### src/rtl/imem_loader.sv
// imem_loader: assembles a big-endian byte stream into 16-bit words written to instruction memory from address 0.
// Define IMEM_LOADER_CHECKSUM_EN to require a trailing XOR checksum byte over the data bytes.
module imem_loader #(
    parameter int AW = 10,
    parameter int MAX_WORDS = 1024
) (
    input  logic          clk,
    input  logic          rst,
    input  logic          load_req,
    input  logic [7:0]    rx_data,
    input  logic          rx_valid,
    output logic          rx_ready,
    output logic          im_we,
    output logic [AW-1:0] im_addr,
    output logic [15:0]   im_wdata,
    output logic [10:0]   words_loaded,
    output logic          busy,
    output logic          core_run,
    output logic          error
);
`ifdef IMEM_LOADER_CHECKSUM_EN
    typedef enum logic [2:0] {CNT_HI, CNT_LO, DAT_HI, DAT_LO, CHK, DONE, ERR} state_t;
    logic [7:0] chk;
`else
    typedef enum logic [2:0] {CNT_HI, CNT_LO, DAT_HI, DAT_LO, DONE, ERR} state_t;
`endif
    state_t state;
    logic [15:0] cnt;
    logic [7:0] hi;
    logic [15:0] cnt_n;
    logic last;
    assign cnt_n = {cnt[15:8], rx_data};
    assign last = {5'b0, words_loaded} + 16'd1 == cnt;
    // Status outputs are pure state decodes so reset forces them immediately.
    assign rx_ready = state != DONE && state != ERR;
    assign busy = state != DONE && state != ERR;
    assign core_run = state == DONE;
    assign error = state == ERR;
    always_ff @(posedge clk or negedge rst) begin
        if (!rst) begin
            state <= CNT_HI;
            cnt <= '0;
            hi <= '0;
            im_we <= 1'b0;
            im_addr <= '0;
            im_wdata <= '0;
            words_loaded <= '0;
`ifdef IMEM_LOADER_CHECKSUM_EN
            chk <= '0;
`endif
        end else begin
            im_we <= 1'b0;
            if (load_req) begin
                state <= CNT_HI;
                words_loaded <= '0;
`ifdef IMEM_LOADER_CHECKSUM_EN
                chk <= '0;
`endif
            end else if (rx_valid && rx_ready) begin
                case (state)
                    CNT_HI: begin
                        cnt[15:8] <= rx_data;
                        state <= CNT_LO;
                    end
                    CNT_LO: begin
                        cnt[7:0] <= rx_data;
                        state <= (cnt_n == 16'd0 || 32'(cnt_n) > MAX_WORDS) ? ERR : DAT_HI;
                    end
                    DAT_HI: begin
                        hi <= rx_data;
                        state <= DAT_LO;
`ifdef IMEM_LOADER_CHECKSUM_EN
                        chk <= chk ^ rx_data;
`endif
                    end
                    DAT_LO: begin
                        im_we <= 1'b1;
                        im_addr <= words_loaded[AW-1:0];
                        im_wdata <= {hi, rx_data};
                        words_loaded <= words_loaded + 11'd1;
`ifdef IMEM_LOADER_CHECKSUM_EN
                        chk <= chk ^ rx_data;
                        state <= last ? CHK : DAT_HI;
`else
                        state <= last ? DONE : DAT_HI;
`endif
                    end
`ifdef IMEM_LOADER_CHECKSUM_EN
                    CHK: state <= rx_data == chk ? DONE : ERR;
`endif
                    default: ;
                endcase
            end
        end
    end
endmodule

### config.mk
export PLATFORM = sky130hd
export DESIGN_NAME = imem_loader
export DESIGN_NICKNAME = d
export VERILOG_FILES = /design/src/rtl/imem_loader.sv
export SDC_FILE = /design/constraint.sdc
export NUM_CORES = 1
export LEC_CHECK = 0
export ABC_AREA = 1
export CAP_MARGIN = 0
export CELL_PAD_IN_SITES_DETAIL_PLACEMENT = 1
export CELL_PAD_IN_SITES_GLOBAL_PLACEMENT = 1
export CORE_ASPECT_RATIO = 1.1
export CORE_MARGIN = 4
export CORE_UTILIZATION = 39
export CTS_CLUSTER_DIAMETER = 60
export DETAILED_ROUTE_END_ITERATION = 10
export GPL_TIMING_DRIVEN = 0
export PLACE_DENSITY = 0.9
export SYNTH_ARGS = -nofsm -noshare
export SYNTH_HDL_FRONTEND = slang
export SYNTH_SLANG_ARGS = --single-unit
### constraint.sdc
create_clock -name clk -period 1.8 [get_ports clk]
set_input_delay 0.18 -clock clk [delete_from_list [all_inputs] [get_ports clk]]
set_output_delay 0.18 -clock clk [all_outputs]
set_load 0.05 [all_outputs]
# Word-level counts from Yosys, hierarchy flattened
# Index checks and enable logic that the tools add are counted.
[op_classes] muxes=11 n_bitwise=1 order_cmp=1 reduce_logical=14 n_eq_ne=8 n_addsub=2
[op_table] cell="two-way mux 11 bit" n=3
[op_table] cell="== test 12 x 16 -> 1 bit" n=1
[op_table] cell="> comparator 16 x 11 -> 1 bit (second input constant)" n=1
[op_table] cell="zero test 16 bit" n=1
[op_table] cell="adder 11 x 1 -> 12 bit (second input constant)" n=1
[op_table] cell="two-way mux 3 bit" n=4
[op_table] cell="one-hot mux 3 bit (4 select lines)" n=1
[op_table] cell="AND reduction 3 bit" n=4
[op_table] cell="adder 11 x 1 -> 11 bit (second input constant)" n=1
[op_table] cell="== test 3 x 2 -> 1 bit (second input constant)" n=2
[op_table] cell="== test 3 bit (second input constant)" n=2
[op_table] cell="!= test 3 bit (second input constant)" n=2
[op_table] cell="nonzero test 5 bit" n=1
[op_table] cell="AND reduction 2 bit" n=2
[op_table] cell="nonzero test 2 bit" n=2
[op_table] cell="== test 3 x 1 -> 1 bit (second input constant)" n=1
[op_table] cell="zero test 3 bit" n=1
[op_table] cell="two-way mux 1 bit" n=3
[op_table] cell="logical AND 1 bit" n=2
[op_table] cell="logical OR 1 bit" n=1
[op_table] cell="NOT 1 bit" n=1
[totals] in_bits=12 ff_bits=65 out_inout_bits=42 wordCells=45

# Depth between registers and ports, before layout
# Gate-level depths: netlist of the first run.
[depth] ltp_word=6 depth_mapped=14 ltp_nobuf=14

# Worst setup path before layout of the first run
# Ideal clock, no wire load.
[synth_timing] kind="reg2reg" startpoint="register words_loaded[0]" endpoint="register state[1]" t_required_ns=1.684 period_less_slack_ns=2.053 path_stages_with_launch=13 setup_ns=0.116 n_path_buf=0 arrival_ns=1.936 setup_slack_ns=-0.253 path_cell_list="dfrtp_1 > ha_1 > nand2_1 > nor2_2 > nand3_1 > nand3_1 > nand2_1 > nor2_1 > nand3_1 > o21bai_1 > nand2_1 > nand2_1 > nand2_1"
[synth_between] elab_chain_len=6
[synth_lines] element="from (decl)" line_no="16" source="output logic [10:0] words_loaded,"
[synth_lines] element="from (signal assigned)" line_no="80" source="words_loaded <= words_loaded + 11'd1;"
[synth_lines] element="adder 11 x 1 -> 12 bit" line_no="33" source="assign last = {5'b0, words_loaded} + 16'd1 == cnt;"
[synth_lines] element="== test 12 x 16 -> 1 bit" line_no="33"
[synth_lines] element="two-way mux 3 bit" line_no="85" source="state <= last ? DONE : DAT_HI;"
[synth_lines] element="one-hot mux 3 bit (4 select lines)" line_no="60" source="case (state)"
[synth_lines] element="two-way mux 3 bit" line_no="59" source="end else if (rx_valid && rx_ready) begin"
[synth_lines] element="two-way mux 3 bit" line_no="53" source="if (load_req) begin"
[synth_lines] element="to (signal assigned)" line_no="67" source="state <= (cnt_n == 16'd0 || 32'(cnt_n) > MAX_WORDS) ? ERR : DAT_HI;"
[synth_lines] element="to (signal assigned)" line_no="85"
[synth_lines] element="to (decl)" line_no="27" source="state_t state;"
# Every way passes these cells. The select of a mux whose other input is x is not followed.
# A chain may end at the register's enable or synchronous reset.

# Final worst setup path of the first run
[layout_timing] startpoint="register words_loaded[1]" endpoint="register state[1]"
# The elaborated chain is that of the path after synthesis.

==> results of run 1 <==
## flip-flops by register name, indices dropped and copies added (netlist names)
name,cells
cnt,16
im_wdata,16
words_loaded,11
im_addr,10
hi,8
state,3
im_we,1
## per-stage QoR
stage | TNS [ns] | worst slack (ns) | power [mW]
final | -0.109 | -0.0854 | 3.38
after global routing | -0.930 | -0.254 | 3.55
after CTS | -0.0465 | -0.0403 | 3.38
after detailed placement | -1.15 | -0.134 | 2.09
after global placement | -104.14 | -1.82 | 2.05
after floorplan | -0.0808 | -0.0319 | 1.91
## cells in the mapped netlist
library cell / instances / area (µm²)
buf_4: 1 / 7.51
inv_2: 2 / 7.51
o21bai_1: 3 / 22.5
nand4_1: 3 / 18.8
nand3_1: 33 / 165
a21oi_1: 1 / 5.00
nand2_1: 138 / 518
nor2_8: 1 / 20.0
nor2_4: 1 / 11.3
clkbuf_1: 3 / 11.3
buf_6: 4 / 45.0
inv_1: 40 / 150
nand3b_1: 3 / 22.5
dfrtp_1: 65 / 1630
or2_4: 1 / 8.76
o21ai_1: 6 / 30.0
o22ai_2: 4 / 50.1
nor2_1: 29 / 109
nand2_2: 1 / 6.26
nor2_2: 2 / 12.5
buf_2: 2 / 10.0
a21boi_0: 1 / 7.51
o21ai_2: 10 / 87.6
nor3_1: 1 / 5.00
ha_1: 1 / 12.5
o21ai_0: 34 / 170
xor2_1: 1 / 8.76
## power groups by stage
stage	Clock [mW]	Sequential (mW)	Combinational, mW
global placement	0	1.67	0.378
CTS	1.30	1.66	0.419
detailed placement	0	1.68	0.404
finish	1.29	1.67	0.434
floorplan	0	1.67	0.244
global route	1.38	1.68	0.493
## routing by layer
| metal | vias up | track usage (%) | part of all wire (%) |
|---|---|---|---|
| met5 | - | 0 | 0 |
| met4 | 0 | 10.2 | 2.7 |
| met3 | 23 | 3.61 | 3.3 |
| met2 | 71 | 42.3 | 55 |
| met1 | 1478 | 23.1 | 39 |
| li1 | 1387 | - | - |
## timing repair
action / in CTS / in global routing
pin swaps: 3 / 11
hold endpoints to repair: 65 / 0
setup buffers: 2 / 4
gates resized for setup: 24 / 14
setup endpoints to repair: 13 / 28
hold buffers: 1 / 0
gates cloned: 0 / 0
## cell families after synthesis
| kind of cell | count (synthesis) | share of synthesized area, % |
|---|---|---|
| buffers and inverters | 52 | 7.35 |
| adder cells (fa/ha/maj) | 1 | 0.397 |
| flip-flops | 65 | 51.6 |
| XOR/XNOR | 1 | 0.278 |
| AND/OR/NAND/NOR | 213 | 28.5 |
| AO/OA/AOI/OAI | 59 | 11.8 |
## worst max-delay path, cell delays in order (launching register included)
cell      delay (ns)
dfrtp_2         0.43
ha_4            0.19
nand2_2         0.09
nor2_4          0.21
nand2_1         0.13
nand3b_1        0.10
nand3_1         0.08
nor2_1          0.12
nand3_2         0.10
o21bai_1        0.15
nand2_1         0.07
nand2_1         0.05
nand2_1         0.05
## layout make-up
cell class / instances / area [µm²] / area share [%]
clock inverters: 5 / 63.8 / 1.54
flip-flops and latches: 65 / 1630 / 39.4
inverters: 42 / 161 / 3.89
repair buffers: 60 / 586 / 14.1
plain buffers: 10 / 75.1 / 1.81
clock buffers: 11 / 141 / 3.41
multi-input cells: 274 / 1350 / 32.6
well taps: 108 / 135 / 3.26
## worst paths after layout
path / cells after the start / endpoint / slack, ns / from
min: 2 / im_addr[8] / 0.47 / rst
max reg2reg: 12 / state[1] / -0.09 / words_loaded[1]
max in group asynchronous: 2 / words_loaded[1] / 0.73 / rst
min in group clk: 2 / im_addr[1] / 0.48 / im_addr[1]
min reg2reg: 2 / im_addr[1] / 0.48 / im_addr[1]
max: 12 / state[1] / -0.09 / words_loaded[1]
==> impl_metrics.json, run 1 <==
{
  "dp.cells": 552,
  "antenna_cells": 0,
  "syn_nets": 404,
  "synth_warnings": 0,
  "synth_seq_area_share_pct": 51.6,
  "p_leak_nw": 1.97,
  "mostFrequentLayoutCell": "nand2_1",
  "design_area_um2": 4150,
  "portBuffers": 53,
  "drv_slew": 0,
  "avgSynthCellArea_um2": 8.05,
  "die_y_um": 102,
  "cts_root_buf": "clkbuf_8",
  "num_vias": 2959,
  "worstPathArrival_ns": 2.12,
  "critPathKind": "reg -> reg",
  "drc": 0,
  "ios": 54,
  "p_sw_share_pct": 29.0,
  "syn_inst": 391,
  "hold_ws_ns": 0.466,
  "initial_core_util_pct": 40.0,
  "final-hold-violation-count": 0,
  "ir_drop_mv": 0.426,
  "drive_gt1_share_pct": 15.8,
  "clk_pin_slew_ns": 0.08,
  "cts_tree": "built",
  "start_kind": "register",
  "fp.coreArea_um2": 7870,
  "p_seq_share_pct": 49.2,
  "cp_max_fo": 6,
  "clkLatencyLatePin_ns": 0.35,
  "numCtsBuffers": 9,
  "htree_levels": 3,
  "syn_area_um2": 3150,
  "placedInstanceArea_um2": 3830,
  "comb_power_share_pct": 12.8,
  "grt_max_degree": 66,
  "fin_util_pct": 52.7,
  "fin_ws_ns": -0.0854,
  "yosys_register_bits": 65,
  "grt-ovfl-total": 0,
  "critPathRequiredTime_ns": 2.03,
  "grt_pass1_vias": 3329,
  "worst_slew_pin_slew_ns": 0.828,
  "antenna_left": 0,
  "max_freq_ghz": 0.530,
  "wirelength_mm": 9.94,
  "drt_iter0_markers": 134,
  "dieArea_um2": 9580,
  "clockPowerShare_pct": 38.0,
  "die_x_um": 93.7,
  "finalNetCount": 475,
  "via_per_inst": 5.15,
  "synth.distinct_cells": 27,
  "rows": 34,
  "final_cell_mix": "nand2_1, dfrtp_1, clkdlybuf4s50_1, inv_1, o21ai_0",
  "rsz0062_at_grt": "yes",
  "p_sw_mw": 0.983,
  "failed_checks": "setup timing",
  "min_period_ns": 1.89,
  "track_usage_pct": 22.0,
  "n_fill_cell": 960,
  "fin_cells": 575,
  "crit_path_end_kind": "register",
  "syn2layout_area_growth_pct": 31.7,
  "hold_path.class": "in -> async",
  "setup_violations": 2,
  "gp_congestion": 0.791,
  "first_pass_iters": 4,
  "intPower_mw": 2.40,
  "power_density_nw_per_um2": 816,
  "maxCapViolations": 0,
  "cts_sinks": 65,
  "antenna_found_initial": 0,
  "final.period_utilization_pct": 105,
  "cts_buffer_depth": 2,
  "wl_per_cell_um": 17.3,
  "hpwl_mm": 7.02,
  "fin_skew_ns": 0.0108,
  "maxSlewHeadroom_pct": 44.8,
  "status": "complete, but fails checks",
  "grt_pass1_wl_mm": 16.1
}
No activity file was read; power rests on OpenSTA's default activity.
==> run 2, diff against run 1 <==
- ABC_AREA: 1 -> unset
- CORE_UTILIZATION: 39 -> 40
- PLACE_DENSITY: 0.9 -> 0.86
==> run 2 against run 1 <==
Compared with the run above: final cell count fell by 25%; worst hold slack got worse by 0.31 ns; combinational power is 55% higher; global-route usage is 2.3 points lower; clock-buffer cell count down 2; highest routed layer unchanged; critical path type unchanged; core utilization rose by 3.5 points; the flow still finishes with violations (setup timing).
==> impl_metrics.json, run 2 <==
{
  "status": "complete, but fails checks",
  "failed_checks": "setup timing",
  "synth_warnings": 0,
  "dieArea_um2": 9150,
  "clk_pin_slew_ns": 0.08,
  "worst_slew_pin_slew_ns": 0.828,
  "num_vias": 2308,
  "synth_edf_count": 0,
  "critPathKind": "reg -> reg",
  "drc": 0,
  "clkLatencyLatePin_ns": 0.36,
  "hpwl_mm": 5.60,
  "antenna_left": 0,
  "cp_max_fo": 7,
  "finalNetCount": 336,
  "first_pass_iters": 4,
  "antenna_cells": 0,
  "cts_sinks": 65,
  "synth_area_leader_cell": "dfrtp_1",
  "numCtsBuffers": 9,
  "placedInstanceArea_um2": 3750,
  "wl_per_cell_um": 20.8,
  "fin_util_pct": 56.2,
  "dp_slack_ns": -0.484,
  "ir_drop_mv": 0.539,
  "yosysMostFrequentCell": "dfrtp_1",
  "netlist.area_leader.share_pct": 52.9,
  "antenna_found_initial": 0,
  "portBuffers": 52,
  "wl_met1_mm": 3.39,
  "met2_wirelength_mm": 4.93,
  "synth.distinct_cells": 48,
  "critPathRequiredTime_ns": 2.03,
  "rsz0062_at_grt": "yes",
  "wl_met3_um": 446,
  "rows": 33,
  "synth_ff_type": "dfrtp_1",
  "hold_path.class": "in -> reg",
  "crit_path_end_kind": "register",
  "wirelength_mm": 9.02,
  "grt_pass1_vias": 2529,
  "fp.coreArea_um2": 7470,
  "drive_gt1_share_pct": 41.5,
  "cts_buffer_depth": 2,
  "final_cell_mix": "dfrtp_1, mux2_2, clkdlybuf4s50_1, nor2_1, buf_4",
  "cts_tree": "built",
  "async_flop_share_pct": 100,
  "start_kind": "register",
  "ios": 54,
  "final.period_utilization_pct": 110,
  "synthTopCellsByCount": "dfrtp_1, mux2_2, nor2_1",
  "drt_iter0_markers": 103,
  "grt-ovfl-total": 0,
  "dp.cells": 407,
  "gp_congestion": 0.788,
  "setup_tns_ns": -0.323,
  "mostFrequentLayoutCell": "dfrtp_1",
  "avgSynthCellArea_um2": 12.3,
  "syn_area_um2": 3070,
  "via_per_inst": 5.33,
  "synth.top_cells.by_area": "dfrtp_1, mux2_2, mux2_4",
  "htree_levels": 3,
  "n_fill_cell": 771,
  "grt_max_degree": 66,
  "syn_nets": 263,
  "fin_cells": 433,
  "maxSlewHeadroom_pct": 44.8,
  "power_density_nw_per_um2": 853,
  "multi_input_area_um2": 1550,
  "worstPathArrival_ns": 2.20,
  "cts_root_buf": "clkbuf_8",
  "fin_skew_ns": 0.00779,
  "final-hold-violation-count": 0,
  "yosys_register_bits": 65,
  "syn2layout_area_growth_pct": 36.8,
  "die_x_um": 91.6,
  "synth_seq_area_share_pct": 52.9,
  "initial_core_util_pct": 41.1,
  "min_period_ns": 1.97,
  "drv_slew": 0,
  "top_regs": "cnt (16), im_wdata (16), words_loaded (11)",
  "maxCapViolations": 0,
  "design_area_um2": 4200,
  "max_freq_ghz": 0.506,
  "hold_ws_ns": 0.151,
  "syn_inst": 250,
  "die_y_um": 99.9,
  "track_usage_pct": 19.7,
  "p_leak_nw": 1.88,
  "power_mw": 3.58,
  "grt_pass1_wl_mm": 13.8,
  "fin_ws_ns": -0.175,
  "seqCellArea_um2": 1640,
  "top_layer_used": "met4",
  "setup_violations": 7
}
## run 2: layer usage
layer,GRT usage [%],vias up
met5,0,-
met4,7.77,0
li1,-,1034
met3,5.25,22
met2,36.1,68
met1,21.6,1184
## run 2: path summary, 6_finish.rpt
path / from / end / slack [ns] / cells past startpoint
setup / recovery: cnt[11] / state[1] / -0.17 / 6
setup reg to reg: cnt[11] / state[1] / -0.17 / 6
max in group asynchronous: rst / words_loaded[3] / 0.74 / 2
hold reg to reg: im_addr[8] / im_addr[8] / 0.50 / 1
hold / removal: load_req / words_loaded[1] / 0.15 / 2
min in group asynchronous: rst / im_wdata[5] / 0.45 / 2
## run 2: repair_timing
| item | in CTS | in global routing |
|---|---|---|
| endpoints found under the setup margin | 62 | 39 |
| setup buffers | 6 | 3 |
| hold buffers | 1 | 0 |
| pin swaps | 10 | 5 |
| endpoints found under the hold margin | 65 | 0 |
| gates resized for setup | 49 | 21 |
| gates cloned | 0 | 1 |
## run 2: kinds of logic after synthesis
logic type | Yosys count | synth area share (%)
buffers and inverters | 19 | 2.85
and+or+nand+nor | 70 | 13.4
xor gates and xnor gates | 21 | 5.99
adders and majority gates | 1 | 0.407
AOI/OAI and AO/OA | 23 | 4.81
DFF | 65 | 52.9
muxes | 51 | 19.7
## run 2: critical path: stages (launching register included)
cell      delay [ns]
dfrtp_1         0.34
clkbuf_1        0.39
xor2_1          0.19
a31oi_1         0.17
o31ai_2         0.27
nor4bb_4        0.36
o22ai_1         0.12
## run 2: area by class of cell
| class | count | share of cell area [%] |
|---|---|---|
| sequential | 65 | 39.1 |
| timing repair buffer | 63 | 14.0 |
| clock inverter | 7 | 1.28 |
| clock buffer | 9 | 2.95 |
| multi-input combinational | 166 | 36.9 |
| inverter | 4 | 0.357 |
| buffer | 14 | 2.26 |
| tap | 105 | 3.13 |
## run 2: power breakdown
group          leakage, nW  switching, mW  internal, mW  total, mW
combinational        0.943          0.337         0.334      0.671
sequential           0.852          0.153          1.58       1.74
clock               0.0875          0.667         0.511       1.18
total                 1.88           1.16          2.43       3.58
